`src/rtl/vram_arbiter.sv`:
```
// Video RAM slot arbiter: fixed priority video fetch > buffered CPU writes > DMA.
// One RAM slot per clk_sys cycle; read data returns two edges after its grant.
module vram_arbiter #(
  parameter int unsigned WFIFO_DEPTH = 4,
  parameter int unsigned AW          = 15
) (
  input  logic          clk_sys,
  input  logic          nRESET,
  input  logic          vid_req,
  input  logic [AW-1:0] vid_addr,
  output logic [7:0]    vid_dout,
  output logic          vid_valid,
  input  logic          cpu_wr,
  input  logic [AW-1:0] cpu_addr,
  input  logic [7:0]    cpu_din,
  output logic          wfifo_full,
  output logic [7:0]    wr_ovf_cnt,
  input  logic          dma_req,
  input  logic          dma_we,
  input  logic [AW-1:0] dma_addr,
  input  logic [7:0]    dma_din,
  output logic          dma_ack,
  output logic [7:0]    dma_dout,
  output logic [AW-1:0] ram_addr,
  output logic [7:0]    ram_din,
  output logic          ram_we,
  input  logic [7:0]    ram_dout
);
  localparam int unsigned PW = (WFIFO_DEPTH > 1) ? $clog2(WFIFO_DEPTH) : 1;
  localparam logic [PW:0] FullCount = (PW+1)'(WFIFO_DEPTH);

  typedef enum logic [2:0] {StIdle, StWait, StAck, StRd1, StRd2} dma_state_e;
  dma_state_e dma_state_q, dma_state_d;

  logic [AW-1:0] fifo_addr_q [WFIFO_DEPTH];
  logic [7:0]    fifo_data_q [WFIFO_DEPTH];
  logic [PW-1:0] wr_ptr_q, rd_ptr_q;
  logic [PW:0]   count_q, count_d;
  logic [7:0]    ovf_q, ovf_d;

  logic          fifo_empty, grant_fifo, grant_dma, push, drop;
  logic [AW-1:0] ram_addr_q, ram_addr_d;
  logic [7:0]    ram_din_q, ram_din_d;
  logic          ram_we_q, ram_we_d;
  logic          rd_vid, rd_dma;
  logic          tag1_vid_q, tag1_dma_q, tag2_vid_q, tag2_dma_q;
  logic [7:0]    vid_dout_q, dma_dout_q;
  logic          vid_valid_q, dma_ack_q;

  assign wfifo_full = (count_q == FullCount);
  assign fifo_empty = (count_q == '0);

  // An empty FIFO cannot pop, so a push into an empty FIFO is simply stored.
  assign grant_fifo = !vid_req && !fifo_empty;
  assign grant_dma  = !vid_req && fifo_empty && (dma_state_q == StWait) && dma_req;
  assign push       = cpu_wr && (!wfifo_full || grant_fifo);
  assign drop       = cpu_wr && wfifo_full && !grant_fifo;

  always_comb begin
    count_d = count_q;
    if (push && !grant_fifo) begin
      count_d = count_q + (PW+1)'(1);
    end else if (grant_fifo && !push) begin
      count_d = count_q - (PW+1)'(1);
    end
  end

  always_comb begin
    ovf_d = ovf_q;
    if (drop && (ovf_q != 8'hFF)) begin
      ovf_d = ovf_q + 8'd1;
    end
  end

  always_comb begin
    ram_addr_d = ram_addr_q;
    ram_din_d  = ram_din_q;
    ram_we_d   = 1'b0;
    rd_vid     = 1'b0;
    rd_dma     = 1'b0;
    if (vid_req) begin
      ram_addr_d = vid_addr;
      rd_vid     = 1'b1;
    end else if (grant_fifo) begin
      ram_addr_d = fifo_addr_q[rd_ptr_q];
      ram_din_d  = fifo_data_q[rd_ptr_q];
      ram_we_d   = 1'b1;
    end else if (grant_dma) begin
      ram_addr_d = dma_addr;
      ram_din_d  = dma_din;
      ram_we_d   = dma_we;
      rd_dma     = !dma_we;
    end
  end

  always_comb begin
    dma_state_d = dma_state_q;
    unique case (dma_state_q)
      StIdle: if (dma_req) dma_state_d = StWait;
      StWait: begin
        if (!dma_req) begin
          dma_state_d = StIdle;
        end else if (grant_dma) begin
          dma_state_d = dma_we ? StAck : StRd1;
        end
      end
      StAck:   dma_state_d = StIdle;
      StRd1:   dma_state_d = StRd2;
      StRd2:   dma_state_d = StIdle;
      default: dma_state_d = StIdle;
    endcase
  end

  always_ff @(posedge clk_sys or negedge nRESET) begin
    if (!nRESET) begin
      dma_state_q <= StIdle;
      wr_ptr_q    <= '0;
      rd_ptr_q    <= '0;
      count_q     <= '0;
      ovf_q       <= '0;
      ram_addr_q  <= '0;
      ram_din_q   <= '0;
      ram_we_q    <= 1'b0;
      tag1_vid_q  <= 1'b0;
      tag1_dma_q  <= 1'b0;
      tag2_vid_q  <= 1'b0;
      tag2_dma_q  <= 1'b0;
      vid_dout_q  <= '0;
      vid_valid_q <= 1'b0;
      dma_dout_q  <= '0;
      dma_ack_q   <= 1'b0;
    end else begin
      dma_state_q <= dma_state_d;
      count_q     <= count_d;
      ovf_q       <= ovf_d;
      if (push) wr_ptr_q <= wr_ptr_q + PW'(1);
      if (grant_fifo) rd_ptr_q <= rd_ptr_q + PW'(1);
      ram_addr_q  <= ram_addr_d;
      ram_din_q   <= ram_din_d;
      ram_we_q    <= ram_we_d;
      // RAM registers its output one edge after the address; capture on the next.
      tag1_vid_q  <= rd_vid;
      tag1_dma_q  <= rd_dma;
      tag2_vid_q  <= tag1_vid_q;
      tag2_dma_q  <= tag1_dma_q;
      vid_valid_q <= tag2_vid_q;
      if (tag2_vid_q) vid_dout_q <= ram_dout;
      dma_ack_q   <= (dma_state_q == StAck) || tag2_dma_q;
      if (tag2_dma_q) dma_dout_q <= ram_dout;
    end
  end

  always_ff @(posedge clk_sys) begin
    if (push) begin
      fifo_addr_q[wr_ptr_q] <= cpu_addr;
      fifo_data_q[wr_ptr_q] <= cpu_din;
    end
  end

  assign ram_addr   = ram_addr_q;
  assign ram_din    = ram_din_q;
  assign ram_we     = ram_we_q;
  assign vid_dout   = vid_dout_q;
  assign vid_valid  = vid_valid_q;
  assign dma_dout   = dma_dout_q;
  assign dma_ack    = dma_ack_q;
  assign wr_ovf_cnt = ovf_q;

endmodule

```
`config.mk`:
```
export PLATFORM = sky130hd
export DESIGN_NAME = vram_arbiter
export DESIGN_NICKNAME = d
export VERILOG_FILES = /design/src/rtl/vram_arbiter.sv
export SDC_FILE = /design/constraint.sdc
export NUM_CORES = 1
export LEC_CHECK = 0
export CORE_MARGIN = 10
export CORE_UTILIZATION = 46
export CTS_CLUSTER_DIAMETER = 120
export CTS_CLUSTER_SIZE = 24
export DETAILED_ROUTE_END_ITERATION = 12
export PLACE_DENSITY = 0.76
export SLEW_MARGIN = 10
export SYNTH_ARGS = -nofsm -noshare
export SYNTH_HDL_FRONTEND = slang
export SYNTH_SLANG_ARGS = --single-unit
```
`constraint.sdc`:
```
create_clock -name clk_sys -period 2.2 [get_ports clk_sys]
set_input_delay 0.33 -clock clk_sys [delete_from_list [all_inputs] [get_ports clk_sys]]
set_output_delay 0.33 -clock clk_sys [all_outputs]
set_load 0.005 [all_outputs]
```
## Word-level counts from Yosys, hierarchy flattened

Memories as Yosys holds them, arrays and structs flattened.
Cells that the tools add are included.

| storage, ports and cells | value |
|---|---|
| output and inout bits | 51 |
| RAM bits | 92 |
| logic and storage cells | 77 |
| memories | 2 |
| flip-flop bits (word level) | 64 |

Memories:

| memory | words | bits a word | read ports | clocked after Yosys merged registers in | write ports | line | RTL |
|---|---|---|---|---|---|---|---|
| fifo_addr_q | 4 | 15 | 1 | 0 | 1 | 35 | `logic [AW-1:0] fifo_addr_q [WFIFO_DEPTH];` |
| fifo_data_q | 4 | 8 | 1 | 0 | 1 | 36 | `logic [7:0] fifo_data_q [WFIFO_DEPTH];` |

| operators by class | value |
|---|---|
| $add $sub $neg | 5 |
| reductions and logical operators | 25 |
| bitwise gates (word level) | 1 |
| muxes and demuxes | 21 |
| equality and inequality tests | 7 |

Operators by type and width:

| kind | count |
|---|---|
| $mux 15 | 3 |
| $mux 8 | 2 |
| $mux 3 | 5 |
| $logic_and 1x1->1 | 10 |
| $mux 1 | 10 |
| $pmux 3 s3 | 1 |
| $add 8x1->8 const B | 1 |
| $ne 8x8->1 const B | 1 |
| $eq 3x2->1 const B | 2 |
| $logic_not 1->1 | 6 |
| $logic_not 3->1 | 2 |
| $add 2x1->2 const B | 2 |
| $reduce_and 2->1 | 2 |
| $reduce_bool 2->1 | 2 |
| $add 3x1->3 const B | 1 |
| $eq 3x1->1 const B | 1 |
| $eq 3x3->1 const B | 1 |
| $ne 3x3->1 const B | 1 |
| $reduce_bool 3->1 | 1 |
| $sub 3x1->3 const B | 1 |
| $logic_or 1x1->1 | 2 |
| $ne 2x2->1 const B | 1 |
| $not 1->1 | 1 |

## Logic depth before layout (Yosys ltp)

Gate-level depths: netlist of the first run.

| logic depth | value |
|---|---|
| word-level depth | 9 |
| gate-level depth with buffers | 10 |

## Least setup slack after synthesis of the first run

Ideal clock, no wire load.

| timing path | value |
|---|---|
| kind | register to register |
| start | register count_q[0] |
| end | register count_q[2] |
| period minus slack after synthesis | 2,136 ps |
| stages on the path, launching flop included | 11 |
| arrival | 2,056 ps |
| setup slack | 64 ps |
| setup time | 79 ps |
| data required time | 2,121 ps |
| cells stage by stage | dfrtp_1 -> nor3_1 -> nor2_2 -> buf_2 -> inv_1 -> ha_1 -> inv_1 -> fa_1 -> xor2_1 -> nor2_1 -> xor2_1 |

| between the ends | value |
|---|---|
| word-level cells in the longest chain between the ends | 8 |
| elaborated cells on any way between the ends | 16 |
| those cells by class | add/sub: 2; eq/ne: 1; mux: 2; reduce/logical: 11 |

RTL lines:

| element | line | RTL |
|---|---|---|
| start, declared | 38 | `logic [PW:0] count_q, count_d;` |
| start signal, assigned | 134 | `count_q <= count_d;` |
| parallel branches: the longest is 8 deep, another holds $sub 3x1->3 | -- |  |

Parallel ways; which one is timed is not known. The select of a mux whose other input is x is not followed.
A chain may end at the register's enable or synchronous reset.

## Worst setup path in the final report of the first run

| timing path | value |
|---|---|
| start | register count_q[1] |
| end | output wfifo_full |

| between the ends | value |
|---|---|
| word-level cells in the longest chain between the ends | 1 |

RTL lines:

| element | line | RTL |
|---|---|---|
| $eq 3x3->1 | 50 | `assign wfifo_full = (count_q == FullCount);` |
| end, declared | 16 | `output logic wfifo_full,` |

No other way between the ends.

==> metrics, run 1 <==
r2r startpoint count_q[1]; CTS tree done; Mapped Area 6170 sq um; hold path depth 0; HPWL after detailed placement 9970 um; status complete, no violations; initial core utilization 46.8%; first-pass GRT wire length 22100 um; Critical path destination wfifo_full; vias in the first global route 4137; Nets 600; count leader, synth edfxtp_1; clock slew at the register clock pins of the worst setup and hold paths 50 ps; final cell utilization of the core 62.5%; number of synthesized flops with an enable pin 92; kind of critical path flop to primary output; RSZ-0062 raised after global routing false; Antenna Violating Nets Remaining 0; fin crit share 94.3%; reg2reg setup slack 170 ps; CTS sink cnt 156; Worst-Margin Slew 446 ps; Most used DFF post-synth edfxtp_1; share of the synthesized area in the top cell type 44.8%; HP Class flop to flop; Final TNS setup 0 ps; final non-filler cell total 707; sequential share of the synthesized area 70.8%; share of layout cells above drive strength 1 17.7%; syn avg cell area 16.6 sq um; largest area contributor in the netlist edfxtp_1; CP endpoint kind primary output; CTS Buffer Depth 2; Worst Path Max Fanout 5; max-slew violation count 0; DR WL/cell 19.7 um; startpoint types flop; Ant. Diodes 0; launch point of the worst path count_q[1]; Area Overhead vs Synth 33.7%; Synth Register Bits 156; later-pin clock latency in the skew report 420 ps; post-synth cell types 38; Filler cells 1001; Routability Congestion 0.785; total gr overflow 0; Power Dens Cells 1160 nW/um^2; port bufs 125; Leakage 3.09 nW; CTS Buf Count 17; initial antenna violation count 0; asr flop ratio synth 41.0%; Tot GR Track Use 15.8%; post-synthesis net count 453; Setup Fix Bufs, Post-CTS 0; fmax 0.482 GHz; 1st-iter DRT viols 252; DRC viols 0; DR vias/cell 5.24; maximum vdd drop 0.000515 V; Critical Path AT 1740 ps; Worst EP required 1870 ps; Syn. warnings 0; Max-slew headroom 70.2%; Vias 3708; pin count of the biggest net entering global routing 54; R2R Path End count_q[1]; Reg2Reg Depth 6; I/O pins 126; dpl cells 674; drt first pass iters 5; min Tclk post-route 2070 ps; Root Driver clkbuf_16; Cell Rows 42; main area contributors after synthesis edfxtp_1 45%, dfrtp_1 26%, mux4_2 8.4%; final setup violation count 0; CTS H-Tree Depth 4; max cap viols 0; die area 18400 sq um; Fin. Hold Viols 0; Final Routed Wirelength 13900 um; Die X 136 um; Mapped Cells 371; Core Area 13200 sq um; Die Height 136 um; commonest cells in the netlist 92 x edfxtp_1, 64 x dfrtp_1, 38 x nand2_1; Clock Skew 10.7 ps
==> metrics by stage <==
step	area [sq um]	power [mW]	hold slack, ps	setup slack [ps]
5_1_grt	8250	10.1	370	6.09
3_3_place_gp	7710	6.97	226	72.7
4_1_cts	8240	9.69	347	101
3_5_place_dp	7710	7.10	236	6.93
6_report	8250	9.55	347	126
2_1_floorplan	6170	5.69	34.4	64.4
==> layer usage <==
layer  vias to the layer above  part of all wire [%]  track usage [%]
met1                      1875                    39             17.9
met3                        18                   7.2             4.71
li1                       1695                     -                -
met5                         -                     0                0
met2                       120                    53             27.5
met4                         0                   1.0             5.62
==> layout by cell type (no fill, tap or decap), types with 3 or more instances in the layout <==
cell             instances
and2_1                   5
xor2_1                   6
clkbuf_16               17
buf_12                   3
ha_1                     6
dfrtp_1                 63
nor2_1                  19
nand2_1                 38
clkbuf_8                 3
buf_4                   16
a222oi_1                 4
mux4_2                  23
a21oi_1                  4
xnor2_1                  7
mux2i_1                  8
mux2_2                  18
a31oi_1                 12
clkbuf_1                 9
nand4_1                  3
o21ai_0                 11
o21ai_1                  9
edfxtp_1                92
clkdlybuf4s50_1        124
inv_1                    5
==> area by class of cell <==
cell class / count / area, sq um / area share [%]
flip-flops and latches: 156 / 4370 / 52.9
multi-input cells: 193 / 1690 / 20.5
repair buffers: 145 / 1440 / 17.4
clock buffers: 29 / 500 / 6.07
well taps: 176 / 220 / 2.67
inverters: 5 / 18.8 / 0.228
clock inverters: 3 / 17.5 / 0.212
==> cells by family after synthesis <==
| group | count (synthesis) | synth area share (%) |
|---|---|---|
| muxes | 49 | 13.0 |
| DFF | 156 | 70.8 |
| xor gates and xnor gates | 13 | 1.85 |
| AOI/OAI and AO/OA | 43 | 4.32 |
| and+or+nand+nor | 81 | 6.59 |
| adders and majority gates | 7 | 1.54 |
| buffers and inverters | 22 | 1.97 |
==> critical path, stage by stage (launching register included) <==
cell and delay [ps]:
dfrtp_1 480, nor3b_4 300, clkdlybuf4s50_1 550
==> state kept, by name (all words and copies together), names as in the netlist, 2 cells and up <==
register and cells:
count_q 3, fifo_data_q 32, rd_ptr_q 2, ram_din 8
dma_state_q 3, dma_dout 8, wr_ovf_cnt 8, fifo_addr_q 60
wr_ptr_q 2, vid_dout 8, ram_addr 15
==> where the power goes <==
group / internal (mW) / switching, mW
Combinational: 1.57 / 1.21
Sequential: 3.85 / 0.376
Clock: 1.53 / 1.03
==> what timing repair did <==
item / in CTS / in global routing
hold buffers: 1 / 0
endpoints found under the hold margin: 11 / 0
endpoints found under the setup margin: 0 / 1
resized for setup: 0 / 1
==> how the worst min path moves through the flow <==
stage	startpoint	end	slack, ps
after floorplan	nRESET	count_q[0]	30
after global placement	nRESET	ram_addr[2]	230
after detailed placement	nRESET	ram_addr[12]	240
after CTS	nRESET	ram_addr[8]	350
after global routing	tag1_vid_q	tag2_vid_q	370
final	tag1_vid_q	tag2_vid_q	350
Power figures use the tool's default switching activity.
==> inputs of run 2 (changes only) <==
--- a/config.mk
+++ b/config.mk
@@ -5,6 +5,7 @@
 export SDC_FILE = /design/constraint.sdc
 export NUM_CORES = 1
 export LEC_CHECK = 0
+export CORE_ASPECT_RATIO = 0.5
 export CORE_MARGIN = 10
 export CORE_UTILIZATION = 46
 export CTS_CLUSTER_DIAMETER = 120
==> run 2 against run 1 <==
Compared with the run above: via count decreased by 1.6%; combinational power down 4%; utilization rose by 1.5 points; critical path type unchanged; clock power up 7%; critical endpoint unchanged; highest routed layer unchanged.
==> metrics, run 2 (synthesis gave the netlist of run 1 again) <==
Ant. Diodes 0 (unchanged); met3 track demand over resource 4.53% (-0.18 points); DRC viols 0 (unchanged); Reg2Reg Depth 8 (+2); Area Overhead vs Synth 33.7% (about the same); R2R Path End count_q[2]; switch share 28.8% (+1.5 points); CTS sink cnt 156 (unchanged); fmax 0.483 GHz (+0.10%); Cell Rows 29 (-31%); initial antenna violation count 0 (unchanged); Fin. Hold Viols 0 (unchanged); DR vias/cell 5.21 (-0.72%); PnR worst setup slack 128 ps (+2.12 ps); 1st-iter DRT viols 309 (+23%); dpl cells 669 (-0.74%); share of layout cells above drive strength 1 19.6% (+1.9 points); Antenna Violating Nets Remaining 0 (unchanged); max-slew violation count 0 (unchanged); Tot GR Track Use 14.9% (-0.84 points); Worst Path Max Fanout 5 (unchanged); DR WL/cell 19.3 um (-1.7%); max cap viols 0 (unchanged); Critical Path AT 1740 ps (about the same); Max-slew headroom 43.3% (-27 points); Most flops, register fifo_addr_q; Worst EP required 1870 ps (about the same); Power Dens Cells 1170 nW/um^2 (+1.3%); Nets 600 (unchanged); HP Class input pin to asynchronous set/reset pin; Die X 184 um (+35%); Core Area 12900 sq um (-2.3%); status complete, no violations; P_sw 2.79 mW (+7.0%); Root Driver clkbuf_16; CTS H-Tree Depth 4 (unchanged); post-place setup slack 37.2 ps (+30.3 ps); Setup Fix Bufs, Post-CTS 0 (unchanged); initial core utilization 47.9% (+1.1 points); GR peak layer met2; commonest cells after routing, fill and taps aside 124 x clkdlybuf4s50_1, 92 x edfxtp_1, 63 x dfrtp_1, 38 x nand2_1, 23 x mux4_2; I/O pins 126 (unchanged); r2r startpoint count_q[2]; Clock Skew 11.0 ps (+0.285 ps); leading cell type in the layout, fill and taps excluded clkdlybuf4s50_1; final setup violation count 0 (unchanged); HPWL after detailed placement 9670 um (-3.1%); max reg flops 60 (unchanged); met1 Usage GRT 16.9% (-1.0 points); Clock power frac 28.3% (+1.6 points); maximum vdd drop 0.000596 V (+16%); die area 18700 sq um (+1.5%); final non-filler cell total 701 (-0.85%); CTS Buffer Depth 2 (unchanged); pin count of the biggest net entering global routing 65 (+20%); Die Height 102 um (-25%); total gr overflow 0 (unchanged); CTS tree done; Comb power frac 27.6% (-1.5 points); cts repair resizes 0 (unchanged); first-pass GRT wire length 21400 um (-3.6%); CTS Buf Count 17 (unchanged); kind of critical path flop to primary output; Leakage 3.10 nW (+0.35%); CP endpoint kind primary output; internal power 6.89 mW (-0.85%); min Tclk post-route 2070 ps (-2.12 ps); Worst-Margin Slew 850 ps (+404 ps); cts hold-fix bufs 0 (-1); port bufs 125 (unchanged); later-pin clock latency in the skew report 410 ps (about the same); startpoint types flop; reg2reg setup slack 230 ps (+60 ps); vias in the first global route 3979 (-3.8%); drt first pass iters 4 (-1); fin crit share 94.2% (-0.097 points); met2 usage 26.0% (-1.6 points); clock slew at the register clock pins of the worst setup and hold paths 70 ps (+20 ps); Routability Congestion 0.861 (+9.8%); Vias 3650 (-1.6%); Flop pwr share 44.1% (about the same); Final Routed Wirelength 13600 um (-2.6%)
==> run 2: per-layer routing <==
layer	share of wire, %	wire length [um]	vias up
li1	-	-	1701
met1	40	5430	1822
met2	51	6920	110
met3	6.8	918	17
met4	2.1	281	0
met5	0	0	-
==> run 2: how the worst max path moves through the flow <==
| stage | startpoint | end | cells after the start |
|---|---|---|---|
| floorplan | count_q[0] | count_q[2] | 10 |
| global placement | cpu_wr | count_q[2] | 8 |
| detailed placement | cpu_wr | count_q[2] | 8 |
| CTS | count_q[1] | wfifo_full | 2 |
| global route | count_q[1] | wfifo_full | 2 |
| finish | count_q[1] | wfifo_full | 2 |
==> run 2: layout make-up <==
type	instances	area, sq um
Clock buffer	18	439
Clock inverter	14	123
Fill cell	907	4640
Inverter	5	18.8
Multi-Input combinational cell	193	1690
Sequential cell	156	4370
Tap cell	170	213
Timing Repair Buffer	145	1400
==> run 2: critical path: stages, from the launching register on <==
cell,delay [ps]
dfrtp_1,480
nor3b_4,290
clkdlybuf4s50_1,550
==> run 2: power groups by stage <==
stage	Combinational, mW	Sequential (mW)	Clock, mW
5_1_grt	2.91	4.36	2.92
6_report	2.67	4.27	2.74
4_1_cts	2.72	4.28	2.80
3_3_place_gp	2.65	4.29	0
2_1_floorplan	1.49	4.20	0
3_5_place_dp	2.71	4.33	0
==> run 2: through the flow <==
stage | instance area [sq um] | hold WS [ps] | util [%] | power (mW) | setup TNS (ps)
after floorplan | 6170 | 34.4 | - | 5.69 | 0
after global routing | 8250 | 75.4 | 64.0 | 10.2 | -1.76
after detailed placement | 7680 | 336 | 59.6 | 7.03 | 0
after global placement | 7680 | 332 | 59.6 | 6.95 | 0
final | 8250 | 13.6 | 64.0 | 9.68 | 0
after CTS | 8240 | 45.3 | 64.0 | 9.80 | 0
